$ cat config.mk
export PLATFORM = sky130hd
export DESIGN_NAME = fetch_unit
export DESIGN_NICKNAME = d
export VERILOG_FILES = /design/src/rtl/fetch_unit.sv
export SDC_FILE = /design/constraint.sdc
export NUM_CORES = 1
export LEC_CHECK = 0
export CAP_MARGIN = 20
export CORE_MARGIN = 3
export CORE_UTILIZATION = 54
export CTS_CLUSTER_SIZE = 28
export DETAILED_ROUTE_END_ITERATION = 10
export PLACE_DENSITY = 0.81
export SLEW_MARGIN = 20
export SYNTH_ARGS = -nofsm -noshare
export SYNTH_HDL_FRONTEND = slang
export SYNTH_SLANG_ARGS = --single-unit
$ cat constraint.sdc
create_clock -name CLK -period 13.2 [get_ports CLK]
set_clock_uncertainty 0.05 [all_clocks]
set_input_delay 3.96 -clock CLK [delete_from_list [all_inputs] [get_ports CLK]]
set_output_delay 3.96 -clock CLK [all_outputs]
set_load 0.005 [all_outputs]
$ cat src/rtl/fetch_unit.sv
// rtl/fetch_unit.sv - instruction fetch: PC, single-outstanding imem requests, prefetch queue, IfId register
// Optional feature macro: FETCH_MISALIGN_TRAP_EN (adds Misalign output, word-aligns redirect targets)
module fetch_unit #(
   parameter logic [31:0] RESET_PC = 32'h0000_0000,
   parameter int          QDEPTH   = 2
) (
   input  logic        CLK,
   input  logic        RST,
   input  logic        Stall,
   input  logic        Flush,
   input  logic        FwdPc,
   input  logic [31:0] PCT,
   output logic        Imem_Req,
   output logic [31:0] Imem_Addr,
   input  logic        Imem_Ack,
   input  logic [31:0] Imem_Rdata,
   output logic [31:0] IfId_Instr,
   output logic [31:0] IfId_UpdatPC,
   output logic        IfId_Valid
`ifdef FETCH_MISALIGN_TRAP_EN
   ,
   output logic        Misalign
`endif
);

   localparam int PW = (QDEPTH > 1) ? $clog2(QDEPTH) : 1;
   localparam int CW = $clog2(QDEPTH + 1);
   localparam logic [PW-1:0] LAST_PTR = PW'(QDEPTH - 1);
   localparam logic [CW-1:0] DEPTH_C  = CW'(QDEPTH);

   // Request tracker: IDLE = nothing outstanding, BUSY = outstanding and wanted,
   // DROP = outstanding but superseded by a redirect (data is discarded on ack)
   typedef enum logic [1:0] {
      S_IDLE = 2'd0,
      S_BUSY = 2'd1,
      S_DROP = 2'd2
   } req_state_t;

   req_state_t    r_state;
   req_state_t    w_state_next;

   logic [31:0]   r_pc;
   logic [31:0]   r_addr;
   logic [31:0]   r_q_instr [QDEPTH];
   logic [31:0]   r_q_upc   [QDEPTH];
   logic [PW-1:0] r_wptr;
   logic [PW-1:0] r_rptr;
   logic [CW-1:0] r_count;
   logic [31:0]   r_ifid_instr;
   logic [31:0]   r_ifid_upc;
   logic          r_ifid_valid;

   logic [31:0]   w_pct;
   logic [31:0]   w_pc_next;
   logic [CW-1:0] w_count_next;
   logic          w_push;
   logic          w_pop;
   logic          w_busy_next;
   logic          w_issue;

`ifdef FETCH_MISALIGN_TRAP_EN
   logic          r_misalign;
   logic          w_misalign_evt;

   assign w_pct          = {PCT[31:2], 2'b00};
   assign w_misalign_evt = FwdPc && (PCT[1:0] != 2'b00);
   assign Misalign       = r_misalign;
`else
   assign w_pct = PCT;
`endif

   function automatic logic [PW-1:0] ptr_inc(input logic [PW-1:0] p);
      return (p == LAST_PTR) ? '0 : p + 1'b1;
   endfunction

   // A redirect discards any ack in the same cycle; a stalled or flushed IfId never pops
   always_comb begin
      w_push      = (r_state == S_BUSY) && Imem_Ack && !FwdPc;
      w_pop       = !FwdPc && !Flush && !Stall && (r_count != '0);
      w_busy_next = (r_state != S_IDLE) && !Imem_Ack;
      w_pc_next   = r_pc;
      if (FwdPc) begin
         w_pc_next = w_pct;
      end else if (w_push) begin
         w_pc_next = r_addr + 32'd4;
      end
      w_count_next = r_count;
      if (FwdPc) begin
         w_count_next = '0;
      end else if (w_push && !w_pop) begin
         w_count_next = r_count + 1'b1;
      end else if (!w_push && w_pop) begin
         w_count_next = r_count - 1'b1;
      end
      // new request only when none stays outstanding and the queue will have room for it
      w_issue = !w_busy_next && (w_count_next < DEPTH_C);
   end

   // Request tracker next state
   always_comb begin
      w_state_next = r_state;
      case (r_state)
         S_IDLE: begin
            if (w_issue) begin
               w_state_next = S_BUSY;
            end
         end
         S_BUSY: begin
            if (Imem_Ack) begin
               w_state_next = w_issue ? S_BUSY : S_IDLE;
            end else if (FwdPc) begin
               w_state_next = S_DROP;
            end
         end
         S_DROP: begin
            if (Imem_Ack) begin
               w_state_next = w_issue ? S_BUSY : S_IDLE;
            end
         end
         default: w_state_next = S_IDLE;
      endcase
   end

   // Request tracker state register
   always_ff @(posedge CLK or posedge RST) begin
      if (RST) begin
         r_state <= S_IDLE;
      end else begin
         r_state <= w_state_next;
      end
   end

   // Fetch PC and the held request address (stable until acked)
   always_ff @(posedge CLK or posedge RST) begin
      if (RST) begin
         r_pc   <= RESET_PC;
         r_addr <= RESET_PC;
      end else begin
         r_pc <= w_pc_next;
         if (w_issue) begin
            r_addr <= w_pc_next;
         end
      end
   end

   // Circular prefetch queue of {instruction, address+4}
   always_ff @(posedge CLK or posedge RST) begin
      if (RST) begin
         r_wptr  <= '0;
         r_rptr  <= '0;
         r_count <= '0;
         for (int i = 0; i < QDEPTH; i++) begin
            r_q_instr[i] <= '0;
            r_q_upc[i]   <= '0;
         end
      end else if (FwdPc) begin
         r_wptr  <= '0;
         r_rptr  <= '0;
         r_count <= '0;
      end else begin
         if (w_push) begin
            r_q_instr[r_wptr] <= Imem_Rdata;
            r_q_upc[r_wptr]   <= r_addr + 32'd4;
            r_wptr            <= ptr_inc(r_wptr);
         end
         if (w_pop) begin
            r_rptr <= ptr_inc(r_rptr);
         end
         r_count <= w_count_next;
      end
   end

   // IfId register: redirect/flush bubble, stall hold, else queue head or bubble
   always_ff @(posedge CLK or posedge RST) begin
      if (RST) begin
         r_ifid_instr <= '0;
         r_ifid_upc   <= RESET_PC;
         r_ifid_valid <= 1'b0;
      end else if (FwdPc || Flush) begin
         r_ifid_instr <= '0;
         r_ifid_valid <= 1'b0;
      end else if (!Stall) begin
         if (r_count != '0) begin
            r_ifid_instr <= r_q_instr[r_rptr];
            r_ifid_upc   <= r_q_upc[r_rptr];
            r_ifid_valid <= 1'b1;
         end else begin
            r_ifid_instr <= '0;
            r_ifid_valid <= 1'b0;
         end
      end
   end

`ifdef FETCH_MISALIGN_TRAP_EN
   // Sticky misaligned-redirect flag, cleared only by reset
   always_ff @(posedge CLK or posedge RST) begin
      if (RST) begin
         r_misalign <= 1'b0;
      end else if (w_misalign_evt) begin
         r_misalign <= 1'b1;
      end
   end
`endif

   assign Imem_Req     = (r_state != S_IDLE);
   assign Imem_Addr    = r_addr;
   assign IfId_Instr   = r_ifid_instr;
   assign IfId_UpdatPC = r_ifid_upc;
   assign IfId_Valid   = r_ifid_valid;

endmodule

==> out/qor.yml <==
floorplan:
  die_h_um: 150
  pin_count: 168
  die_width_um: 150
  rows: 52
  start_util_pct: 55.2
  core_sq_um: 20400
  dieArea_sq_um: 22600
final_layout:
  finalNonFillerCells: 1451
  nets: 1234
  finalInstanceArea_sq_um: 14000
  drive_gt1_share_pct: 12.6
  syn_to_final_growth_pct: 24.5
  antenna_cells: 0
  fin_util_pct: 68.7
worst_hold_path:
  hold_path.class: "reg2reg"
  hold_depth: 2
  hp-start: "IfId_Instr[21]"
  hold-path-endpoint: "IfId_Instr[21]"
power_and_ir_drop:
  powerDensity_nw_per_um2: 215
  finalPower_mw: 3.00
  leakage_nw: 5.99
  vdd_drop_max_mv: 0.144
yosys:
  syn_area_sq_um: 11200
  synth_top_flop_cell: "dfrtp_1"
  synth_edf_count: 0
  ys_seq_area_share_pct: 58.5
  synth.avg_cell_area_sq_um: 11.0
  synth_nets: 1092
  ys_types: 47
  yosysWarnings: 0
  ys_ff_latch: 263
  netlist_instances: 1020
  async_reset_ff_share_pct: 100
place:
  dpl.cell_count: 1402
  dp_hpwl_um: 16300
  place_congestion: 0.795
  place_area_sq_um: 13100
  io_buffers: 167
  pre_cts_slack_ps: 5260
setup_path:
  r2r_cells: 5
  r2r_end: "r_q_instr[41]"
  ff2ff_setup_slack_ps: 9300
  crit_path_start_kind: "input pin"
  r2r-start: "r_state[1]"
  end_kind: "flip-flop"
  critPathArrivalTime_ps: 7770
  critPathKind: "in2reg"
  required_ps: 13560
  crit_fanout: 93
clocking:
  cts-root-to-sink-buffers: 3
  clk_latency_ps: 530
  cts-root-buf: "clkbuf_16"
  cts_tree: "built"
  cts_resized: 0
  h-tree-depth: 1
  cts_buffers: 28
  post_cts_buffers: 0
  clk_pin_slew_ps: 60
  clock_sinks: 263
  hold_buffers: 0
route:
  num_vias: 8088
  ant_nets: 0
  drt_iter0_drc: 415
  via_per_inst: 5.57
  firstDrtPassIters: 5
  drt_wl_total_um: 25500
  wl_per_cell_um: 17.6
  drc_errors: 0
global_route:
  grt_max_degree: 105
  grt_pass1_vias: 8127
  grt_pass1_wl_um: 41300
  grt_overflow: 0
  antenna_found_initial: 0
  grt_usage_pct: 22.6
sta:
  setup_tns_ps: 0
  slew_headroom_pct: 28.7
  setup_viol: 0
  slew_viol_final: 0
  rsz0062_at_grt: "no"
  hold_viol_final: 0
  holdWs_ps: 426
  fmax_ghz: 0.135
  period_needed_ps: 7420
  tightestPinTransition_ps: 1070
  setup_ws_ps: 5780
  fin_crit_sh_pct: 56.2
run:
  cap_violations: 0
outcome:
  status: "completed"
[routing by layer]
layer / part of all wire (%) / track usage (%) / up-vias
li1: - / - / 3795
met1: 46 / 33.0 / 3994
met2: 45 / 35.5 / 262
met3: 6.9 / 4.18 / 37
met4: 1.9 / 5.54 / 0
met5: 0 / 0 / -
[cell usage after synthesis, drive strengths merged, types with 9 or more instances]
library cell / count / area [sq um]
xor2: 9 / 78.8
inv: 10 / 37.5
buf: 14 / 76.3
a21oi: 55 / 287
nand2: 157 / 589
dfrtp: 263 / 6580
nand3: 11 / 55.1
mux2i: 69 / 694
o21ai: 133 / 666
mux2: 84 / 946
nor2: 58 / 218
xnor2: 23 / 201
a21o: 10 / 75.1
and3: 16 / 100
clkbuf: 50 / 188
[report_power, final]
part           internal, mW  total, mW  switching [mW]
Sequential             1.12       1.35           0.229
Clock                 0.453      0.757           0.304
Combinational         0.484      0.898           0.414
[logic make-up after synthesis]
family	Yosys count	share of synthesized area, %
AOI/OAI and AO/OA	223	10.9
buffers and inverters	74	2.68
and+or+nand+nor	273	10.6
DFF	263	58.5
muxes	153	14.6
xor gates and xnor gates	32	2.49
adders and majority gates	2	0.223
[layout by cell type (no fill, tap or decap), types with 8 or more instances in the layout]
master	instances
and3_1	16
nand3_1	11
a21oi_1	54
dfrtp_1	262
nand2_1	156
mux2_2	84
xor2_1	9
a21o_1	10
xnor2_1	23
mux2i_1	68
clkdlybuf4s50_1	166
o21ai_0	130
inv_1	9
nor2_1	57
buf_4	8
clkbuf_16	29
[flip-flops by register name, summed over array words and instances (netlist names)]
signal and count:
r_q_upc 64, r_rptr 1, IfId_Instr 32, r_wptr 1
Imem_Addr 32, r_pc 32, IfId_Valid 1, r_state 2
IfId_UpdatPC 32, r_count 2, r_q_instr 64
[how the worst max path moves through the flow]
stage                     depth (start not counted)  startpoint  slack, ps       endpoint
final                                             6    Imem_Ack       5780  r_q_instr[41]
after floorplan                                   1         RST       1950  IfId_Instr[0]
after global placement                            6    Imem_Ack       5400  r_q_instr[51]
after global routing                              6    Imem_Ack       5510  r_q_instr[32]
after detailed placement                          6    Imem_Ack       5260  r_q_instr[34]
after CTS                                         6    Imem_Ack       5840  r_q_instr[60]
[critical path, cell delays in order]
cell	delay, ps
clkdlybuf4s50_1	560
and3b_1	840
nand2_1	850
nor2_4	250
buf_4	830
mux2_2	430
[layout make-up]
class / instances / area [sq um]
fill: 1503 / 6370
inverter: 10 / 45.0
multi-input combinational: 683 / 4380
clock buffer: 41 / 831
sequential: 263 / 6590
tap: 270 / 338
timing repair buffer: 176 / 1740
clock inverter: 8 / 73.8
(Power assumes the default switching activity.)
